===== src/rtl/muldiv_ctrl.sv =====
// Multi-cycle sequencer for the EX-stage multiply/divide units: latches one op, drives the
// shared mul/div interfaces, stalls EX, then presents a HI/LO write. Optional: MULDIV_DIV0_BYPASS_EN.
module muldiv_ctrl #(
  parameter int unsigned MUL_LAT = 1
) (
  input  logic        clk,
  input  logic        rst,
  input  logic        op_valid,
  input  logic [1:0]  op_type,
  input  logic [31:0] op_src1,
  input  logic [31:0] op_src2,
  input  logic        flush,
  input  logic        ex_advance,
  output logic        mul_signed,
  output logic [31:0] mul_ina,
  output logic [31:0] mul_inb,
  input  logic [63:0] mul_result,
  output logic        div_start,
  output logic        div_signed,
  output logic [31:0] div_opdata1,
  output logic [31:0] div_opdata2,
  output logic        div_annul,
  input  logic        div_ready,
  input  logic [63:0] div_result,
  output logic        stallreq,
  output logic        busy,
  output logic        hi_we,
  output logic        lo_we,
  output logic [31:0] hi_wdata,
  output logic [31:0] lo_wdata
);

  typedef enum logic [1:0] {S_IDLE, S_MUL, S_DIV, S_DONE} state_t;

  localparam logic [3:0] MUL_LAT_C = 4'(MUL_LAT);

  state_t      state, state_nx;
  logic [1:0]  type_q;
  logic [31:0] src1_q, src2_q;
  logic [3:0]  cnt;
  logic [63:0] res_q;
  logic        accept, capture;
  logic [63:0] capture_val;

  // NOTE: every signal assigned in this block gets a default first, so no path can infer a latch.
  always_comb begin
    state_nx    = state;
    accept      = 1'b0;
    capture     = 1'b0;
    capture_val = 64'd0;
    stallreq    = 1'b0;
    mul_signed  = 1'b0;
    mul_ina     = 32'd0;
    mul_inb     = 32'd0;
    div_start   = 1'b0;
    div_signed  = 1'b0;
    div_opdata1 = 32'd0;
    div_opdata2 = 32'd0;
    div_annul   = 1'b0;
    hi_we       = 1'b0;
    lo_we       = 1'b0;
    hi_wdata    = 32'd0;
    lo_wdata    = 32'd0;

    unique case (state)
      S_IDLE: begin
        stallreq = op_valid & ~flush;
        if (op_valid && !flush) begin
          accept = 1'b1;
          if (!op_type[1]) begin
            state_nx = S_MUL;
          end else begin
`ifdef MULDIV_DIV0_BYPASS_EN
            // Divide-by-zero never reaches the divider; result is architecturally fixed.
            if (op_src2 == 32'd0) begin
              state_nx    = S_DONE;
              capture     = 1'b1;
              capture_val = {op_src1, 32'hFFFF_FFFF};
            end else begin
              state_nx = S_DIV;
            end
`else
            state_nx = S_DIV;
`endif
          end
        end
      end

      S_MUL: begin
        stallreq   = 1'b1;
        mul_signed = (type_q == 2'b00);
        mul_ina    = src1_q;
        mul_inb    = src2_q;
        if (flush) begin
          state_nx = S_IDLE;
        end else if (cnt == 4'd1) begin
          capture     = 1'b1;
          capture_val = mul_result;
          state_nx    = S_DONE;
        end
      end

      S_DIV: begin
        stallreq    = 1'b1;
        div_signed  = (type_q == 2'b10);
        div_opdata1 = src1_q;
        div_opdata2 = src2_q;
        if (flush) begin
          div_annul = 1'b1;
          state_nx  = S_IDLE;
        end else if (div_ready) begin
          capture     = 1'b1;
          capture_val = div_result;
          state_nx    = S_DONE;
        end else begin
          div_start = 1'b1;
        end
      end

      S_DONE: begin
        hi_we    = 1'b1;
        lo_we    = 1'b1;
        hi_wdata = res_q[63:32];
        lo_wdata = res_q[31:0];
        if (flush || ex_advance) state_nx = S_IDLE;
      end

      default: state_nx = S_IDLE;
    endcase
  end

  assign busy = (state != S_IDLE);

  // NOTE: sequential state uses non-blocking assignments so all registers update from pre-edge values.
  always_ff @(posedge clk or posedge rst) begin
    if (rst) state <= S_IDLE;
    else     state <= state_nx;
  end

  // NOTE: these are plain registers (no memory arrays), so every one is reset to a known zero.
  always_ff @(posedge clk or posedge rst) begin
    if (rst) begin
      type_q <= 2'b00;
      src1_q <= 32'd0;
      src2_q <= 32'd0;
      cnt    <= 4'd0;
      res_q  <= 64'd0;
    end else begin
      if (accept) begin
        type_q <= op_type;
        src1_q <= op_src1;
        src2_q <= op_src2;
      end
      if (accept && !op_type[1]) cnt <= MUL_LAT_C;
      else if (state == S_MUL)   cnt <= cnt - 4'd1;
      if (capture) res_q <= capture_val;
    end
  end

endmodule

===== config.mk =====
export PLATFORM = sky130hd
export DESIGN_NAME = muldiv_ctrl
export DESIGN_NICKNAME = d
export VERILOG_FILES = /design/src/rtl/muldiv_ctrl.sv
export SDC_FILE = /design/constraint.sdc
export NUM_CORES = 1
export LEC_CHECK = 0
export BUFFER_PORTS_ARGS = -buffer_cell sky130_fd_sc_hd__buf_2
export CAP_MARGIN = 30
export CORE_AREA = 2 2 156 158
export CTS_BUF_LIST = sky130_fd_sc_hd__clkbuf_16
export DETAILED_ROUTE_END_ITERATION = 8
export DIE_AREA = 0 0 158 160
export GPL_TIMING_DRIVEN = 0
export MAX_ROUTING_LAYER = met4
export PLACE_DENSITY = 0.67
export SLEW_MARGIN = 30
export SYNTH_ARGS = -nofsm -noshare
export SYNTH_HDL_FRONTEND = slang
export SYNTH_SLANG_ARGS = --single-unit

===== constraint.sdc =====
create_clock -name clk -period 4.7 [get_ports clk]
set_clock_uncertainty 0.2 [all_clocks]
set_input_delay 0.235 -clock clk [delete_from_list [all_inputs] [get_ports clk]]
set_output_delay 0.235 -clock clk [all_outputs]
set_load 0.02 [all_outputs]

Word-level counts from Yosys, hierarchy flattened
Cells that the tools add are included.

storage, ports and cells
  register bits after elaboration = 136
  input port bits = 200
  output and inout port bits = 200
  word-level logic and storage cells = 66

operators by class
  add/subtract/negate cells = 1
  equality and inequality tests = 9
  muxes and demuxes = 37
  bitwise operators = 2
  reduce and logical (&&, ||, !) cells = 11

operators with widths
  cell                 count
  $mux 64              4
  $mux 32              6
  $pmux 64 s2          1
  $mux 1               14
  $mux 2               7
  $mux 4               2
  $pmux 2 s4           1
  $eq 2x2->1 const B   3
  $ne 3x3->1 const B   2
  $eq 4x1->1 const B   1
  $logic_not 2->1      2
  $ne 2x2->1 const B   2
  $pmux 1 s2           2
  $reduce_and 4->1     1
  $reduce_bool 2->1    2
  $sub 4x1->4 const B  1
  $eq 2x1->1 const B   1
  $logic_and 1x1->1    2
  $logic_not 1->1      2
  $reduce_or 2->1      1
  $and 1x1->1          1
  $logic_or 1x1->1     1
  $not 1->1            1

Longest topological paths before layout
Gate-level depths: netlist of run 1.

  word-level depth = 6
  depth in mapped cells = 9
  mapped depth without buffers = 6

Least setup slack after synthesis of run 1
OpenSTA, ideal clock, no wires.

  path kind = flip-flop to output port
  start point = register state[1]
  end point = output port mul_signed
  data arrival time = 1.560 ns
  setup slack = 2.705 ns
  stages on the path, launching flop included = 6
  buffers on the path = 2
  cells stage by stage = dfrtp_1 > inv_1 > ha_1 > buf_4 > clkbuf_1 > nor3b_1

on the way
  word-level cells in the longest chain between the ends = 2

RTL lines
  what                    RTL line  source
  from (decl)             37        state_t state, state_nx;
  from (signal assigned)  137       else state <= state_nx;
  $eq 2x1->1              65        unique case (state)
  $mux 1                  65
  to (decl)               14        output logic mul_signed,

Every way passes these cells.

Worst setup path after layout of run 1
  start point = register state[0]
  end point = register res_q[42]

on the way
  word-level cells in the longest chain between the ends = 2
  elaborated cells between the ends (all ways) = 4

RTL lines
  what                                              RTL line  source
  $eq 2x2->1 / $eq 2x1->1 (equally long branches)   65
  $pmux 64 s2 / $pmux 1 s2 (equally long branches)  65
  to (signal assigned)                              156       if (capture) res_q <= capture_val;
  to (decl)                                         41        logic [63:0] res_q;

Parallel ways exist; a longest one is shown, timed or not.
A chain may end at the register's enable or synchronous reset.

==> impl_metrics.csv, run 1 <==
group,metric,value,unit
floorplan,initial_utilization,0.315,
worst_setup_path,cp_data_arrival_time,3300,ps
grt,grt_pass1_vias,8091,
worst_setup_path,worstPathMaxFanout,10,
synthesis,ys_seq_elements,136,
synthesis,synth_top_family_by_area,"compound AO/OA/AOI/OAI gates",
synthesis,synthXorXnorAreaFrac,0.00350,
detailed_routing,drt_wl_total,28200,um
grt,globalRouteOverflowTotal,0,
place,io_buffers,399,
detailed_routing,num_vias,7413,
pwr,leakagePower,0.00585,uW
synthesis,synth-edff-count,0,
pwr,powerDensity,572,nW/um^2
synthesis,synth-compound-area-share,0.202,
timing,hold_violations,0,
synthesis,yosys_warnings,0,
worst_setup_path,cp-start-kind,"flip-flop",
worst_setup_path,crit_required,4820,ps
clock_network,clock_tree.root_cell,"clkbuf_16",
place,detailed_place_hpwl,19100,um
detailed_routing,viasPerCell,4.68,
grt,antenna_found_initial,3,
synthesis,synthFlopType,"dfrtp_1",
clock_network,cts_buffer_depth,2,
grt,track_usage,0.228,
layout,final_nets,1450,
timing,fin_crit_sh,0.676,
synthesis,yosys.area_share.adder,0.0117,
layout,drive_gt1_frac,0.479,
worst_setup_path,end_kind,"flip-flop",
detailed_routing,drt_iter0_drc,435,
timing,max_freq,315,MHz
timing,rsz0062_at_grt,"false",
detailed_routing,antenna_left,0,
synthesis,synth-simple-area-share,0.180,
synthesis,async_reset_ff_frac,1.00,
grt,grt_pass1_wl,43200,um
clock_network,clock_latency,410,ps
layout,syn_to_final_growth,66.5,%
detailed_routing,firstDrtPassIters,5,
floorplan,rows,57,
synthesis,yosysSeqAreaShare,0.453,
timing,fin_crit,3180,ps
floorplan,io_pins,400,
pwr,power.total,7150,uW
outcome,status,"finished, final reports clean",
timing,worstMarginPinSlew,748,ps
floorplan,core-area,23800,sq um
synthesis,synth.avg_cell_area,11.9,sq um
synthesis,syn-num-nets,836,
clock_network,cts_tree,"yes",
floorplan,dieWidth,158,um
timing,slew-limit-headroom,0.501,
grt,grt_max_degree,73,
floorplan,dieArea,25300,sq um
detailed_routing,drc,0,
clock_network,ctsHtreeMaxLevel,4,
synthesis,yosysUniqueCellTypes,35,
timing,slew_violations,0,
flow_run,cap_violations,0,
clock_network,cts.clk_slew.worst_paths,60,ps
floorplan,fp.dieH,160,um
clock_network,post-cts-setup-buffers,0,
worst_hold_path,hp-class,"primary input to flip-flop",
timing,finalSetupTns,0,ps
synthesis,syn-cell-area,7510,sq um
synthesis,postSynthCellCount,629,
pwr,ir_worst_vdd,0.324,mV
place,gp_routability_congestion,0.784,
detailed_routing,post_drt_wl_per_cell,17.8,um
timing,setup_violations,0,
worst_setup_path,crit_type,"flip-flop to flip-flop",
synthesis,muxShareOfSynthArea,0.0990,
clock_network,cts.sinks,136,
clock_network,cts_buffers,17,
## power by group
group	switching, uW	internal, uW	leakage (uW)
registers	402	1730	0.00167
clock network	570	796	0.000293
logic	2100	1560	0.00389
total	3070	4080	0.00585
## area by class of cell
| class | count | area [sq um] |
|---|---|---|
| sequential | 136 | 3400 |
| fill | 2117 | 11300 |
| clock inverter | 15 | 168 |
| buffer | 57 | 350 |
| inverter | 7 | 33.8 |
| clock buffer | 17 | 425 |
| antenna | 3 | 7.51 |
| multi-input combinational | 429 | 3730 |
| tap | 324 | 405 |
| timing repair buffer | 595 | 3980 |
## worst paths after layout
kind / start / end / slack (ps) / cells past startpoint
max: state[0] / res_q[42] / 1520 / 8
min: op_valid / state[1] / 70 / 5
max reg2reg: state[0] / res_q[42] / 1520 / 8
min reg2reg: res_q[7] / res_q[7] / 280 / 1
max in group asynchronous: rst / src2_q[15] / 3370 / 4
min in group asynchronous: rst / res_q[62] / 200 / 3
## worst max-delay path, cell delays in order, from the launching register on
cell           delay, ps
dfrtp_1              420
inv_1                120
ha_1                 300
and3b_1              240
clkbuf_1             580
buf_2                370
a22oi_1              110
dlygate4sd3_1        580
o2bb2ai_1            160
## synthesized netlist by cell type (2+ instances only)
| cell | n | area, sq um |
|---|---|---|
| and2_1 | 194 | 1210 |
| dfrtp_1 | 136 | 3400 |
| mux2_2 | 66 | 743 |
| a22oi_2 | 36 | 450 |
| o2bb2ai_2 | 36 | 541 |
| clkbuf_1 | 29 | 109 |
| a22oi_1 | 28 | 210 |
| o2bb2ai_1 | 28 | 245 |
| buf_2 | 15 | 75.1 |
| ha_1 | 7 | 87.6 |
| inv_1 | 7 | 26.3 |
| buf_4 | 6 | 45.0 |
| nor2_1 | 5 | 18.8 |
| a21oi_1 | 4 | 20.0 |
| buf_12 | 4 | 80.1 |
| nor2b_1 | 3 | 18.8 |
| a2bb2oi_1 | 2 | 17.5 |
| and3b_1 | 2 | 17.5 |
| buf_8 | 2 | 30.0 |
| nor3b_1 | 2 | 15.0 |
| o21ai_0 | 2 | 10.0 |
| xnor2_1 | 2 | 17.5 |
## stage by stage
stage	cell area [sq um]	util	cells	setup slack (ps)	hold WS, ps
2_1_floorplan	7510	-	629	626	147
3_3_place_gp	9910	0.416	1352	-1170	263
3_5_place_dp	9940	0.417	1353	2010	112
4_1_cts	12500	0.524	1580	1460	49.5
5_1_grt	12500	0.525	1583	1320	90.7
6_report	12500	0.525	1583	1520	72.8
## flip-flops by register name, indices dropped and copies added, names as in the netlist
| signal | count |
|---|---|
| src2_q | 32 |
| cnt | 4 |
| type_q | 2 |
| state | 2 |
| res_q | 64 |
| src1_q | 32 |
## layer usage
layer | vias up | global-route usage | share of wire
li1 | 3446 | - | -
met3 | 45 | 0.0426 | 0.059
met2 | 334 | 0.400 | 0.51
met1 | 3588 | 0.256 | 0.40
met5 | - | - | 0
met4 | 0 | 0.0823 | 0.023
## cells by family (layout without fill, tap and decap cells)
logic type                 Yosys count  after routing
buffers and inverters               64            691
other                                0              3
AOI/OAI and AO/OA                  139            139
adders and majority gates            7              7
xor gates and xnor gates             3              3
and+or+nand+nor                    214            214
DFF                                136            136
muxes                               66             66
## cells in the final DEF, fill, tap and decap left out, types with 2 or more instances in the layout
| cell type | Yosys | final |
|---|---|---|
| a21oi_1 | 4 | 4 |
| a22oi_1 | 28 | 28 |
| a22oi_2 | 36 | 36 |
| a2bb2oi_1 | 2 | 2 |
| and2_1 | 194 | 194 |
| and3b_1 | 2 | 2 |
| buf_12 | 4 | 4 |
| buf_2 | 15 | 414 |
| buf_4 | 6 | 6 |
| buf_8 | 2 | 2 |
| bufinv_16 | 0 | 2 |
| clkbuf_1 | 29 | 29 |
| clkbuf_16 | 0 | 17 |
| clkinv_1 | 0 | 2 |
| clkinv_4 | 0 | 4 |
| dfrtp_1 | 136 | 136 |
| diode_2 | 0 | 3 |
| dlygate4sd3_1 | 0 | 195 |
| ha_1 | 7 | 7 |
| inv_1 | 7 | 6 |
| inv_6 | 0 | 3 |
| inv_8 | 0 | 4 |
| mux2_2 | 66 | 66 |
| nor2_1 | 5 | 5 |
| nor2b_1 | 3 | 3 |
| nor3b_1 | 2 | 2 |
| o21ai_0 | 2 | 2 |
| o2bb2ai_1 | 28 | 28 |
| o2bb2ai_2 | 36 | 36 |
| xnor2_1 | 2 | 2 |
## what timing repair did
action,CTS,global route
hold endpoints to repair,198,0
hold buffers,195,0
resized for setup,0,0
Note: power is estimated with default switching activity, not from simulation.
==> inputs of run 2 (changes only) <==
--- a/config.mk
+++ b/config.mk
@@ -5,15 +5,16 @@
 export SDC_FILE = /design/constraint.sdc
 export NUM_CORES = 1
 export LEC_CHECK = 0
+export ABC_AREA = 1
 export BUFFER_PORTS_ARGS = -buffer_cell sky130_fd_sc_hd__buf_2
 export CAP_MARGIN = 30
-export CORE_AREA = 2 2 156 158
+export CORE_AREA = 2 2 154 156
 export CTS_BUF_LIST = sky130_fd_sc_hd__clkbuf_16
 export DETAILED_ROUTE_END_ITERATION = 8
-export DIE_AREA = 0 0 158 160
+export DIE_AREA = 0 0 156 158
 export GPL_TIMING_DRIVEN = 0
 export MAX_ROUTING_LAYER = met4
-export PLACE_DENSITY = 0.67
+export PLACE_DENSITY = 0.7
 export SLEW_MARGIN = 30
 export SYNTH_ARGS = -nofsm -noshare
 export SYNTH_HDL_FRONTEND = slang
==> constraint.sdc (replaced) <==
create_clock -name clk -period 3.3 [get_ports clk]
set_clock_uncertainty 0.2 [all_clocks]
set_input_delay 0.165 -clock clk [delete_from_list [all_inputs] [get_ports clk]]
set_output_delay 0.165 -clock clk [all_outputs]
set_load 0.02 [all_outputs]
==> run 2 against run 1 <==
Sequential cell count is the same. First-iteration DRC count up 63%. Clock-buffer cell count unchanged. Hold slack got worse by 44 ps. Die area down 2.5%. Register-to-register slack got worse by 1100 ps. Critical endpoint is now hi_wdata[21]. Largest cell class unchanged.
==> impl_metrics.csv, run 2 <==
group,metric,value,unit
outcome,status,"finished, final reports clean",
pwr,p_seq_frac,0.317,
worst_setup_path,end_kind,"output pin",
layout,ff_latch_area,3400,sq um
worst_setup_path,critPathLaunch,"state[0]",
synthesis,synthXorXnorAreaFrac,0.00110,
layout,final_common_cell,"nand2_1",
synthesis,yosys.area_share.adder,0.0110,
grt,grt_pass1_vias,9282,
grt,antenna_found_initial,1,
synthesis,yosysMostFrequentCell,"nand2_1",
grt,grt_max_degree,31,
synthesis,yosysSeqAreaShare,0.429,
detailed_routing,drc,0,
synthesis,yosysUniqueCellTypes,23,
worst_setup_path,slowest_stage,"clkbuf_1",
layout,syn_to_final_growth,63.3,%
clock_network,clock_tree.root_cell,"clkbuf_16",
layout,multi_input_area,3400,sq um
worst_setup_path,worstPathMaxFanout,10,
timing,setup_violations,0,
worst_setup_path,path_cells,"ha_1, clkbuf_1, clkbuf_1, nand2_1, inv_1, buf_2",
timing,slew-limit-headroom,0.499,
place,io_buffers,399,
worst_setup_path,critPathTopFamily,"buffers and inverters",
synthesis,synth_top_family_by_area,"simple AND/OR/NAND/NOR gates",
worst_setup_path,endpoint,"hi_wdata[21]",
worst_setup_path,rr_endpoint,"res_q[36]",
worst_hold_path,hp-class,"primary input to flip-flop",
grt,globalRouteOverflowTotal,0,
detailed_routing,firstDrtPassIters,8,
pwr,ir_worst_vdd,0.474,mV
detailed_routing,viasPerCell,4.64,
clock_network,cts_tree,"yes",
timing,slew_violations,0,
floorplan,io_pins,400,
floorplan,dieArea,24600,sq um
worst_setup_path,cp.depth,6,
pwr,power.total,9860,uW
synthesis,async_reset_ff_frac,1.00,
clock_network,cts.clk_slew.worst_paths,70,ps
worst_setup_path,rr_startpoint,"cnt[1]",
floorplan,initial_utilization,0.344,
floorplan,core-area,23100,sq um
synthesis,ys_seq_elements,136,
layout,final_cell_mix,"nand2_1 (529), buf_2 (431), inv_1 (205)",
synthesis,yosys.area.top_type,"dfrtp_1",
grt,grt_pass1_wl,45800,um
worst_setup_path,cp_data_arrival_time,2570,ps
synthesis,synth.avg_cell_area,7.14,sq um
clock_network,cts_buffers,17,
timing,finalSetupTns,0,ps
detailed_routing,drt_wl_total,30300,um
pwr,combinationalPowerShare,0.477,
synthesis,syn-num-nets,1319,
timing,hold_violations,0,
layout,reg.largest.list,"res_q (64), src1_q (32), src2_q (32)",
pwr,leakagePower,0.00869,uW
timing,fin_crit,2940,ps
pwr,power_frac_clock,0.205,
flow_run,cap_violations,0,
detailed_routing,post_drt_wl_per_cell,14.9,um
timing,fin_crit_sh,0.891,
synthesis,muxShareOfSynthArea,0.0956,
clock_network,cts_buffer_depth,2,
grt,track_usage,0.244,
pwr,swShare,0.448,
clock_network,cts_resized,0,
detailed_routing,num_vias,9434,
layout,fillers,2064,
timing,worstMarginPinSlew,751,ps
synthesis,synth_commonest_cells,"nand2_1 (529), inv_1 (205), dfrtp_1 (136), nand4_1 (66), mux2_2 (58)",
worst_setup_path,cp-start-kind,"flip-flop",
layout,final_nets,1937,
place,gp_routability_congestion,0.831,
pwr,powerDensity,761,nW/um^2
worst_setup_path,path_buf_inv,4,
detailed_routing,antenna_left,0,
floorplan,fp.dieH,158,um
timing,rsz0062_at_grt,"false",
worst_setup_path,crit_type,"flip-flop to output pin",
synthesis,yosys_warnings,0,
layout,largest_reg_flops,64,
floorplan,rows,56,
place,detailed_place_hpwl,20900,um
floorplan,dieWidth,156,um
worst_setup_path,r2r_cells,9,
clock_network,cts.sinks,136,
pwr,p_sw,4410,uW
synthesis,synth_area_leaders,"dfrtp_1 (43%), nand2_1 (25%), inv_1 (9.7%), mux2_2 (8.2%), nand4_1 (5.2%)",
worst_setup_path,reg2reg_slack,450,ps
synthesis,postSynthCellCount,1112,
synthesis,netlist.area_leader.share,0.429,
clock_network,ctsHtreeMaxLevel,4,
synthesis,synth-edff-count,0,
synthesis,synth-simple-area-share,0.313,
synthesis,syn-cell-area,7940,sq um
worst_setup_path,slowest_delay,540,ps
synthesis,synth-compound-area-share,0.00773,
pwr,internal_power,5450,uW
layout,drive_gt1_frac,0.314,
worst_setup_path,critPathMostFrequentCell,"clkbuf_1",
timing,max_freq,340,MHz
detailed_routing,drt_iter0_drc,707,
layout,largest_register,"res_q",
worst_setup_path,crit_required,2930,ps
synthesis,synthFlopType,"dfrtp_1",
clock_network,clock_latency,420,ps
-- run 2: per-stage QoR --
step	util	setup slack, ps	std cells	hold WS [ps]	cell area, sq um
after floorplan	-	1240	1112	114	7940
after global placement	0.447	332	1801	197	10300
after detailed placement	0.450	679	1805	84.0	10400
after CTS	0.562	211	2033	17.0	13000
after global routing	0.562	153	2034	68.9	13000
final	0.562	360	2034	29.3	13000
-- run 2: layout make-up --
class / count / area share
multi-input combinational: 698 / 0.263
antenna: 1 / 0.000193
timing repair buffer: 599 / 0.312
tap: 290 / 0.0280
inverter: 208 / 0.0605
clock buffer: 17 / 0.0328
clock inverter: 15 / 0.0149
buffer: 70 / 0.0268
sequential: 136 / 0.263
-- run 2: logic make-up (layout without fill, tap and decap cells) --
logic type,Yosys count,in the layout
AOI/OAI and AO/OA,11,11
xor gates and xnor gates,1,1
muxes,65,65
DFF,136,136
other,0,1
adders and majority gates,7,7
buffers and inverters,278,909
and+or+nand+nor,614,614
-- run 2: how the worst min path moves through the flow --
stage                 from    endpoint  slack (ps)  cells after the start
3_5_place_dp           rst  src1_q[30]          80                      2
2_1_floorplan   op_src2[0]   src2_q[0]         110                      1
3_3_place_gp   op_src1[12]  src1_q[12]         200                      2
5_1_grt         ex_advance    state[0]          70                      6
6_report        ex_advance    state[1]          30                      6
4_1_cts         ex_advance    state[1]          20                      6
-- run 2: power by group through the flow --
stage | Clock (uW) | Combinational (uW) | Sequential (uW)
2_1_floorplan | 0 | 3050 | 2920
6_report | 2030 | 4700 | 3130
3_5_place_dp | 0 | 4430 | 3110
3_3_place_gp | 0 | 4340 | 3100
4_1_cts | 2060 | 4680 | 3110
5_1_grt | 2130 | 5180 | 3240
-- run 2: worst register-to-register path, stage by stage (launching register included) --
cell,delay (ps)
dfrtp_1,380
inv_1,100
ha_1,200
clkbuf_1,590
buf_2,380
nand4_1,160
nand2_1,80
dlygate4sd3_1,560
nand2_1,60
nand2_1,80
-- run 2: per-layer routing --
metal | vias to the layer above | wire [um] | track usage
met2 | 439 | 14900 | 0.422
li1 | 4545 | - | -
met1 | 4373 | 12000 | 0.273
met3 | 77 | 2210 | 0.0509
met4 | 0 | 1240 | 0.112
met5 | - | 0 | -
-- run 2: repair_timing --
action	4_1_cts	5_1_grt
setup buffers	0	0
endpoints found under the hold margin	160	0
hold buffers	196	0
endpoints found under the setup margin	0	0
